==> src/rtl/wb_common_pkg.sv <==
// Shared Wishbone B3 encodings (cycle type, burst type) and the initiator FSM states.
package wb_common_pkg;

  localparam logic [2:0] CLASSIC     = 3'b000;
  localparam logic [2:0] CONST_BURST = 3'b001;
  localparam logic [2:0] INC_BURST   = 3'b010;
  localparam logic [2:0] END_BURST   = 3'b111;

  localparam logic [1:0] LINEAR = 2'b00;
  localparam logic [1:0] WRAP4  = 2'b01;
  localparam logic [1:0] WRAP8  = 2'b10;
  localparam logic [1:0] WRAP16 = 2'b11;

  typedef enum logic [1:0] {
    IDLE = 2'd0,
    FILL = 2'd1,
    BUS  = 2'd2
  } state_t;

endpackage

==> src/rtl/wb_next_adr.sv <==
// Next Wishbone beat address: +4 bytes, wrapping the low 2/3/4 word bits for wrap4/8/16.
module wb_next_adr
  import wb_common_pkg::*;
#(
  parameter int aw = 32
) (
  input  logic [aw-1:0] adr,
  input  logic [1:0]    bte,
  output logic [aw-1:0] next_adr
);

  logic [aw-3:0] word;
  logic [aw-3:0] word_inc;
  logic [aw-3:0] next_word;

  always_comb begin
    word     = adr[aw-1:2];
    word_inc = word + (aw-2)'(1);
    case (bte)
      WRAP4:   next_word = {word[aw-3:2], word_inc[1:0]};
      WRAP8:   next_word = {word[aw-3:3], word_inc[2:0]};
      WRAP16:  next_word = {word[aw-3:4], word_inc[3:0]};
      default: next_word = word_inc;
    endcase
    next_adr = {next_word, adr[1:0]};
  end

endmodule

==> src/rtl/wb_burst_master.sv <==
// Wishbone B3 burst initiator: command port in, classic/incrementing/wrapping cycles out.
// Optional bus watchdog enabled by defining WB_BURST_MASTER_TIMEOUT_EN.
//
// state | meaning
// IDLE  | ready for a command, bus released
// FILL  | write buffer empty, cyc held, waiting for a write beat
// BUS   | stb asserted for the current beat (stb low only for one retry gap)
module wb_burst_master
  import wb_common_pkg::*;
#(
  parameter int aw             = 32,
  parameter int dw             = 32,
  parameter int MAX_RETRIES    = 4,
  parameter int TIMEOUT_CYCLES = 256
) (
  input  logic          wb_clk_i,
  input  logic          wb_rst_i,
  input  logic          cmd_valid_i,
  output logic          cmd_ready_o,
  input  logic [aw-1:0] cmd_adr_i,
  input  logic          cmd_we_i,
  input  logic [7:0]    cmd_len_i,
  input  logic [1:0]    cmd_bte_i,
  input  logic [3:0]    cmd_sel_i,
  input  logic [dw-1:0] wdat_i,
  input  logic          wdat_valid_i,
  output logic          wdat_ready_o,
  output logic [dw-1:0] rdat_o,
  output logic          rdat_valid_o,
  output logic          done_o,
  output logic          err_o,
  output logic [aw-1:0] wb_adr_o,
  output logic [dw-1:0] wb_dat_o,
  output logic [3:0]    wb_sel_o,
  output logic          wb_we_o,
  output logic          wb_cyc_o,
  output logic          wb_stb_o,
  output logic [2:0]    wb_cti_o,
  output logic [1:0]    wb_bte_o,
  input  logic [dw-1:0] wb_dat_i,
  input  logic          wb_ack_i,
  input  logic          wb_err_i,
  input  logic          wb_rty_i
);

  localparam int RW = $clog2(MAX_RETRIES + 2);
  localparam logic [RW-1:0] RTY_MAX = RW'(MAX_RETRIES);

  if (dw != 32 || TIMEOUT_CYCLES < 1) begin : g_bad_params
    $error("wb_burst_master: dw must be 32 and TIMEOUT_CYCLES positive");
  end

  state_t        state_q, state_d;
  logic [7:0]    cnt_q, cnt_d;
  logic [RW-1:0] rty_q, rty_d;
  logic [aw-1:0] adr_d, next_adr;
  logic [dw-1:0] dat_d, rdat_d;
  logic [3:0]    sel_d;
  logic [2:0]    cti_d;
  logic [1:0]    bte_d;
  logic          we_d, cyc_d, stb_d, rdat_valid_d, done_d, err_d, cmd_ready_d;
  logic          active, resp, timeout, fail, retry, ack;

  wb_next_adr #(.aw(aw)) u_next_adr (
    .adr      (wb_adr_o),
    .bte      (wb_bte_o),
    .next_adr (next_adr)
  );

  assign active = (state_q == BUS) && wb_stb_o;
  assign resp   = active && (wb_ack_i || wb_err_i || wb_rty_i);

`ifdef WB_BURST_MASTER_TIMEOUT_EN
  localparam int WDW = $clog2(TIMEOUT_CYCLES + 1);
  localparam logic [WDW-1:0] WD_LAST = WDW'(TIMEOUT_CYCLES - 1);
  logic [WDW-1:0] wd_q;

  // Counts every BUS cycle without a response, including retry gaps.
  always_ff @(posedge wb_clk_i or posedge wb_rst_i) begin
    if (wb_rst_i)                       wd_q <= '0;
    else if (state_q == BUS && !resp)   wd_q <= wd_q + WDW'(1);
    else                                wd_q <= '0;
  end

  assign timeout = (state_q == BUS) && !resp && (wd_q == WD_LAST);
`else
  assign timeout = 1'b0;
`endif

  // Priority err > rty > ack; the retry beyond the budget counts as an error.
  assign fail  = (active && (wb_err_i || (wb_rty_i && rty_q == RTY_MAX))) || timeout;
  assign retry = active && !wb_err_i && wb_rty_i && (rty_q != RTY_MAX);
  assign ack   = active && wb_ack_i && !wb_err_i && !wb_rty_i;

  // Ack-cycle term lets a same-cycle refill keep stb high between write beats.
  assign wdat_ready_o = (state_q == FILL) || (ack && wb_we_o && cnt_q != 8'd0);

  always_comb begin
    state_d      = state_q;
    cnt_d        = cnt_q;
    rty_d        = rty_q;
    adr_d        = wb_adr_o;
    dat_d        = wb_dat_o;
    sel_d        = wb_sel_o;
    we_d         = wb_we_o;
    cyc_d        = wb_cyc_o;
    stb_d        = wb_stb_o;
    cti_d        = wb_cti_o;
    bte_d        = wb_bte_o;
    rdat_d       = rdat_o;
    rdat_valid_d = 1'b0;
    done_d       = 1'b0;
    err_d        = err_o;
    case (state_q)
      IDLE: begin
        cyc_d = 1'b0;
        stb_d = 1'b0;
        if (cmd_valid_i && cmd_ready_o) begin
          adr_d   = cmd_adr_i;
          sel_d   = cmd_sel_i;
          we_d    = cmd_we_i;
          bte_d   = cmd_bte_i;
          cnt_d   = cmd_len_i;
          rty_d   = '0;
          cti_d   = (cmd_len_i == 8'd0) ? CLASSIC : INC_BURST;
          cyc_d   = 1'b1;
          stb_d   = !cmd_we_i;
          state_d = cmd_we_i ? FILL : BUS;
        end
      end
      FILL: begin
        if (wdat_valid_i) begin
          dat_d   = wdat_i;
          stb_d   = 1'b1;
          state_d = BUS;
        end
      end
      BUS: begin
        if (fail) begin
          cyc_d   = 1'b0;
          stb_d   = 1'b0;
          done_d  = 1'b1;
          err_d   = 1'b1;
          state_d = IDLE;
        end else if (retry) begin
          rty_d = rty_q + RW'(1);
          stb_d = 1'b0;
        end else if (ack) begin
          rty_d = '0;
          if (!wb_we_o) begin
            rdat_d       = wb_dat_i;
            rdat_valid_d = 1'b1;
          end
          if (cnt_q == 8'd0) begin
            cyc_d   = 1'b0;
            stb_d   = 1'b0;
            done_d  = 1'b1;
            err_d   = 1'b0;
            state_d = IDLE;
          end else begin
            cnt_d = cnt_q - 8'd1;
            adr_d = next_adr;
            cti_d = (cnt_q == 8'd1) ? END_BURST : INC_BURST;
            if (wb_we_o) begin
              if (wdat_valid_i) begin
                dat_d = wdat_i;
              end else begin
                stb_d   = 1'b0;
                state_d = FILL;
              end
            end
          end
        end else if (!wb_stb_o) begin
          stb_d = 1'b1;
        end
      end
      default: state_d = IDLE;
    endcase
    // Hold off new commands through the done cycle.
    cmd_ready_d = (state_d == IDLE) && !done_d;
  end

  always_ff @(posedge wb_clk_i or posedge wb_rst_i) begin
    if (wb_rst_i) begin
      state_q      <= IDLE;
      cnt_q        <= '0;
      rty_q        <= '0;
      wb_adr_o     <= '0;
      wb_dat_o     <= '0;
      wb_sel_o     <= '0;
      wb_we_o      <= 1'b0;
      wb_cyc_o     <= 1'b0;
      wb_stb_o     <= 1'b0;
      wb_cti_o     <= '0;
      wb_bte_o     <= '0;
      rdat_o       <= '0;
      rdat_valid_o <= 1'b0;
      done_o       <= 1'b0;
      err_o        <= 1'b0;
      cmd_ready_o  <= 1'b0;
    end else begin
      state_q      <= state_d;
      cnt_q        <= cnt_d;
      rty_q        <= rty_d;
      wb_adr_o     <= adr_d;
      wb_dat_o     <= dat_d;
      wb_sel_o     <= sel_d;
      wb_we_o      <= we_d;
      wb_cyc_o     <= cyc_d;
      wb_stb_o     <= stb_d;
      wb_cti_o     <= cti_d;
      wb_bte_o     <= bte_d;
      rdat_o       <= rdat_d;
      rdat_valid_o <= rdat_valid_d;
      done_o       <= done_d;
      err_o        <= err_d;
      cmd_ready_o  <= cmd_ready_d;
    end
  end

endmodule

==> config.mk <==
export PLATFORM = sky130hd
export DESIGN_NAME = wb_burst_master
export DESIGN_NICKNAME = d
export VERILOG_FILES = /design/src/rtl/wb_common_pkg.sv /design/src/rtl/wb_next_adr.sv /design/src/rtl/wb_burst_master.sv
export SDC_FILE = /design/constraint.sdc
export NUM_CORES = 1
export LEC_CHECK = 0
export CORE_MARGIN = 3
export CORE_UTILIZATION = 48
export DETAILED_ROUTE_END_ITERATION = 8
export PLACE_DENSITY = 0.95
export SLEW_MARGIN = 10
export SYNTH_ARGS = -nofsm -noshare
export SYNTH_HDL_FRONTEND = slang
export SYNTH_SLANG_ARGS = --single-unit
==> constraint.sdc <==
create_clock -name wb_clk_i -period 6.93 [get_ports wb_clk_i]
set_input_delay 1.7325 -clock wb_clk_i [delete_from_list [all_inputs] [get_ports wb_clk_i]]
set_output_delay 1.7325 -clock wb_clk_i [all_outputs]
set_load 0.02 [all_outputs]
==> impl_metrics.csv <==
group,metric,value,unit
outcome,status,"finished, final reports clean",
clock_network,clockBufferDepth,2,
die,dieHeight,118.5,um
finish,nets,897,
die,start_util,49.75,%
route,drt_wl_total,21.84,mm
clock_network,cts_tree,"done",
clock_network,insertion_delay,0.42,ns
placed_design,port_buffers,230,
route,vias_per_cell,5.920,
synthesis,synth_top_cell_by_area,"dfrtp_1",
synthesis,synth_edf_count,0,
critical_path,critical_path_class,"in -> out",
synthesis,dominantRegCellSynth,"dfrtp_1",
route,vias,5636,
clock_network,clock_sinks,124,
clock_network,cts_resized,0,
route,drtPass1Iterations,5,
route,postRouteAntennaNets,0,
critical_path,cp-startpoint,"wb_err_i",
timing,period_share,77.52,%
clock_network,cts_buffers,17,
placed_design,hpwl,14.42,mm
timing,max_freq,186.2,MHz
timing,max_slew_margin,34.97,%
global_route,antenna_found_initial,1,
critical_path,cpMaxStageDelayCell,"clkdlybuf4s50_1",
clock_network,cts_setup_buffers,0,
placed_design,placed_cell_area,0.008494,mm2
clock_network,cts_hold_buffers,0,
finish,most-common-layout-cells,"clkdlybuf4s50_1, dfrtp_1, mux2_2",
clock_network,cts-root-buf,"clkbuf_16",
route,drt_iter0_markers,648,
clock_network,path_clk_slew,0.05,ns
placed_design,pre_cts_slack,1.674,ns
die,fp-row-count,40,
critical_path,r2r-start,"state_q[0]",
global_route,grt_util_all_layers,31.12,%
finish,final_common_cell,"clkdlybuf4s50_1",
timing,finalSetupTns,0,ns
power_and_ir_drop,power_density,466.6,mW/mm2
timing,slew_violations,0,
critical_path,arrival,3.64,ns
global_route,grt_pass1_vias,6024,
timing,fin_crit,5.372,ns
power_and_ir_drop,power.leakage,3.747,nW
route,remaining_drc_errors,0,
finish,final_util,74.32,%
timing,tightest_slew,0.9755,ns
power_and_ir_drop,max-vdd-ir-drop,0.0003213,V
global_route,grt_max_degree,101,
synthesis,ys_ff_latch,124,
finish,drive_above_1_share,16.99,%
global_route,grt_first_pass_wirelength,33.91,mm
finish,area_growth,49.38,%
finish,final_area,0.009076,mm2
timing,setup_viol,0,
synthesis,synth.top_cell.area_share,51.07,%
die,die-area,0.01404,mm2
synthesis,yosysWarnings,0,
timing,skew,0.01031,ns
placed_design,gp_congestion,0.9090,
hold_path,hold_class,"reg -> reg",
route,wl_per_cell,22.94,um
timing,hold_viol,0,
die,die_width,118.5,um
timing,fin_ws,1.558,ns
global_route,gr-total-overflow,0,
synthesis,netlist_instances,545,
synthesis,ys_async_sr_fraction,100.0,%
job,maxCapViolCount,0,
synthesis,synth_nets,672,
hold_path,min-delay-start,"wb_adr_o[0]",
synthesis,synth_area,0.006076,mm2
synthesis,synth.avg_cell_area,11.15,um2
critical_path,max_stage_delay,0.64,ns
synthesis,yosysSeqAreaShare,51.07,%
die,ios,231,
synthesis,ys_types,58,
critical_path,cp_cell_sequence,"clkdlybuf4s50_1 -> and3b_1 -> and3b_1 -> a31o_2 -> clkdlybuf4s50_1",
critical_path,crit_path_max_fanout,4,
synthesis,synth_area_leaders,"dfrtp_1, mux2_2, a21oi_1",
critical_path,cp_data_required_time,5.20,ns
die,core_area,0.01221,mm2
timing,rsz0062_at_grt,"no",
timing,whs,0.4933,ns
critical_path,startpoint_type,"input port",
critical_path,end_kind,"primary output",
clock_network,cts_htree_levels,4,
## flip-flops by register name, summed over array words and instances, names as in the netlist
register / cells
wb_cti_o: 2
rdat_valid_o: 1
wb_stb_o: 1
wb_bte_o: 2
wb_dat_o: 32
wb_adr_o: 32
rdat_o: 32
wb_cyc_o: 1
wb_we_o: 1
cnt_q: 8
err_o: 1
state_q: 2
rty_q: 3
cmd_ready_o: 1
done_o: 1
wb_sel_o: 4
## where the power goes
part	leakage, nW	internal [W]	switching [W]
clock network	0.275	0.000546	0.000334
logic	1.95	0.000937	0.00110
registers	1.53	0.00101	0.000311
## synth_stat cells (3+ instances only)
cell	n
buf_2	12
nor2_1	17
nand2b_1	4
nor3_1	8
nand3_1	21
mux2_2	69
mux2i_1	5
o22ai_1	14
and2_1	3
nand2_1	42
a31o_2	5
a41oi_1	3
a21oi_1	44
clkbuf_1	12
o21ai_0	31
ha_1	9
nand4_1	10
nor4_1	4
nor3_2	3
buf_6	3
o21a_1	4
a2bb2oi_1	14
dfrtp_1	124
inv_1	14
nand3_2	4
and3_1	7
or3_1	3
a31oi_1	7
o22a_1	3
nor2b_1	3
nor4_2	4
## stage by stage
| step | total power (W) | cells |
|---|---|---|
| 2_1_floorplan | 0.002435 | 545 |
| 3_3_place_gp | 0.003181 | 919 |
| 3_5_place_dp | 0.003290 | 919 |
| 4_1_cts | 0.004231 | 951 |
| 5_1_grt | 0.004444 | 952 |
| 6_report | 0.004235 | 952 |
## final timing paths
path                                     end  slack (ns)  cells after the start
worst min register to register   wb_adr_o[0]        0.49                      2
max in group asynchronous        wb_adr_o[5]        3.83                      3
worst min-delay path             wb_adr_o[0]        0.49                      2
min in group asynchronous       wb_dat_o[31]        1.87                      2
worst max register to register    rdat_o[27]        3.56                      8
worst max-delay path            wdat_ready_o        1.56                      5
## metal layers
metal | GRT usage [%] | wire length (um) | up-vias
met1 | 35.52 | 8070 | 2773
met3 | 10.33 | 2064 | 51
met4 | 12.53 | 609 | 0
met2 | 53.84 | 11100 | 331
li1 | - | - | 2481
met5 | 0 | 0 | -
## logic make-up after synthesis
logic type                 synth area share, %
xor gates and xnor gates                0.1442
muxes                                    13.98
adders and majority gates                1.853
and+or+nand+nor                          14.54
AOI/OAI and AO/OA                        15.01
DFF                                      51.07
buffers and inverters                    3.398
## final cells by class
cell class              instances  area (um2)
multi-input cells             377        2779
clock buffers                  21       460.4
fillers                       777        3136
diodes                          1       2.502
well taps                     168       210.2
clock inverters                11       118.9
flip-flops and latches        124        3103
repair buffers                236        2347
inverters                      14       55.05
## critical path: cells and delay by family
family / cells / cell delay (ns)
and+or+nand+nor: 2 / 0.65
buffers and inverters: 2 / 1.08
AOI/OAI and AO/OA: 1 / 0.18
Note: power is estimated with default switching activity, not from simulation.
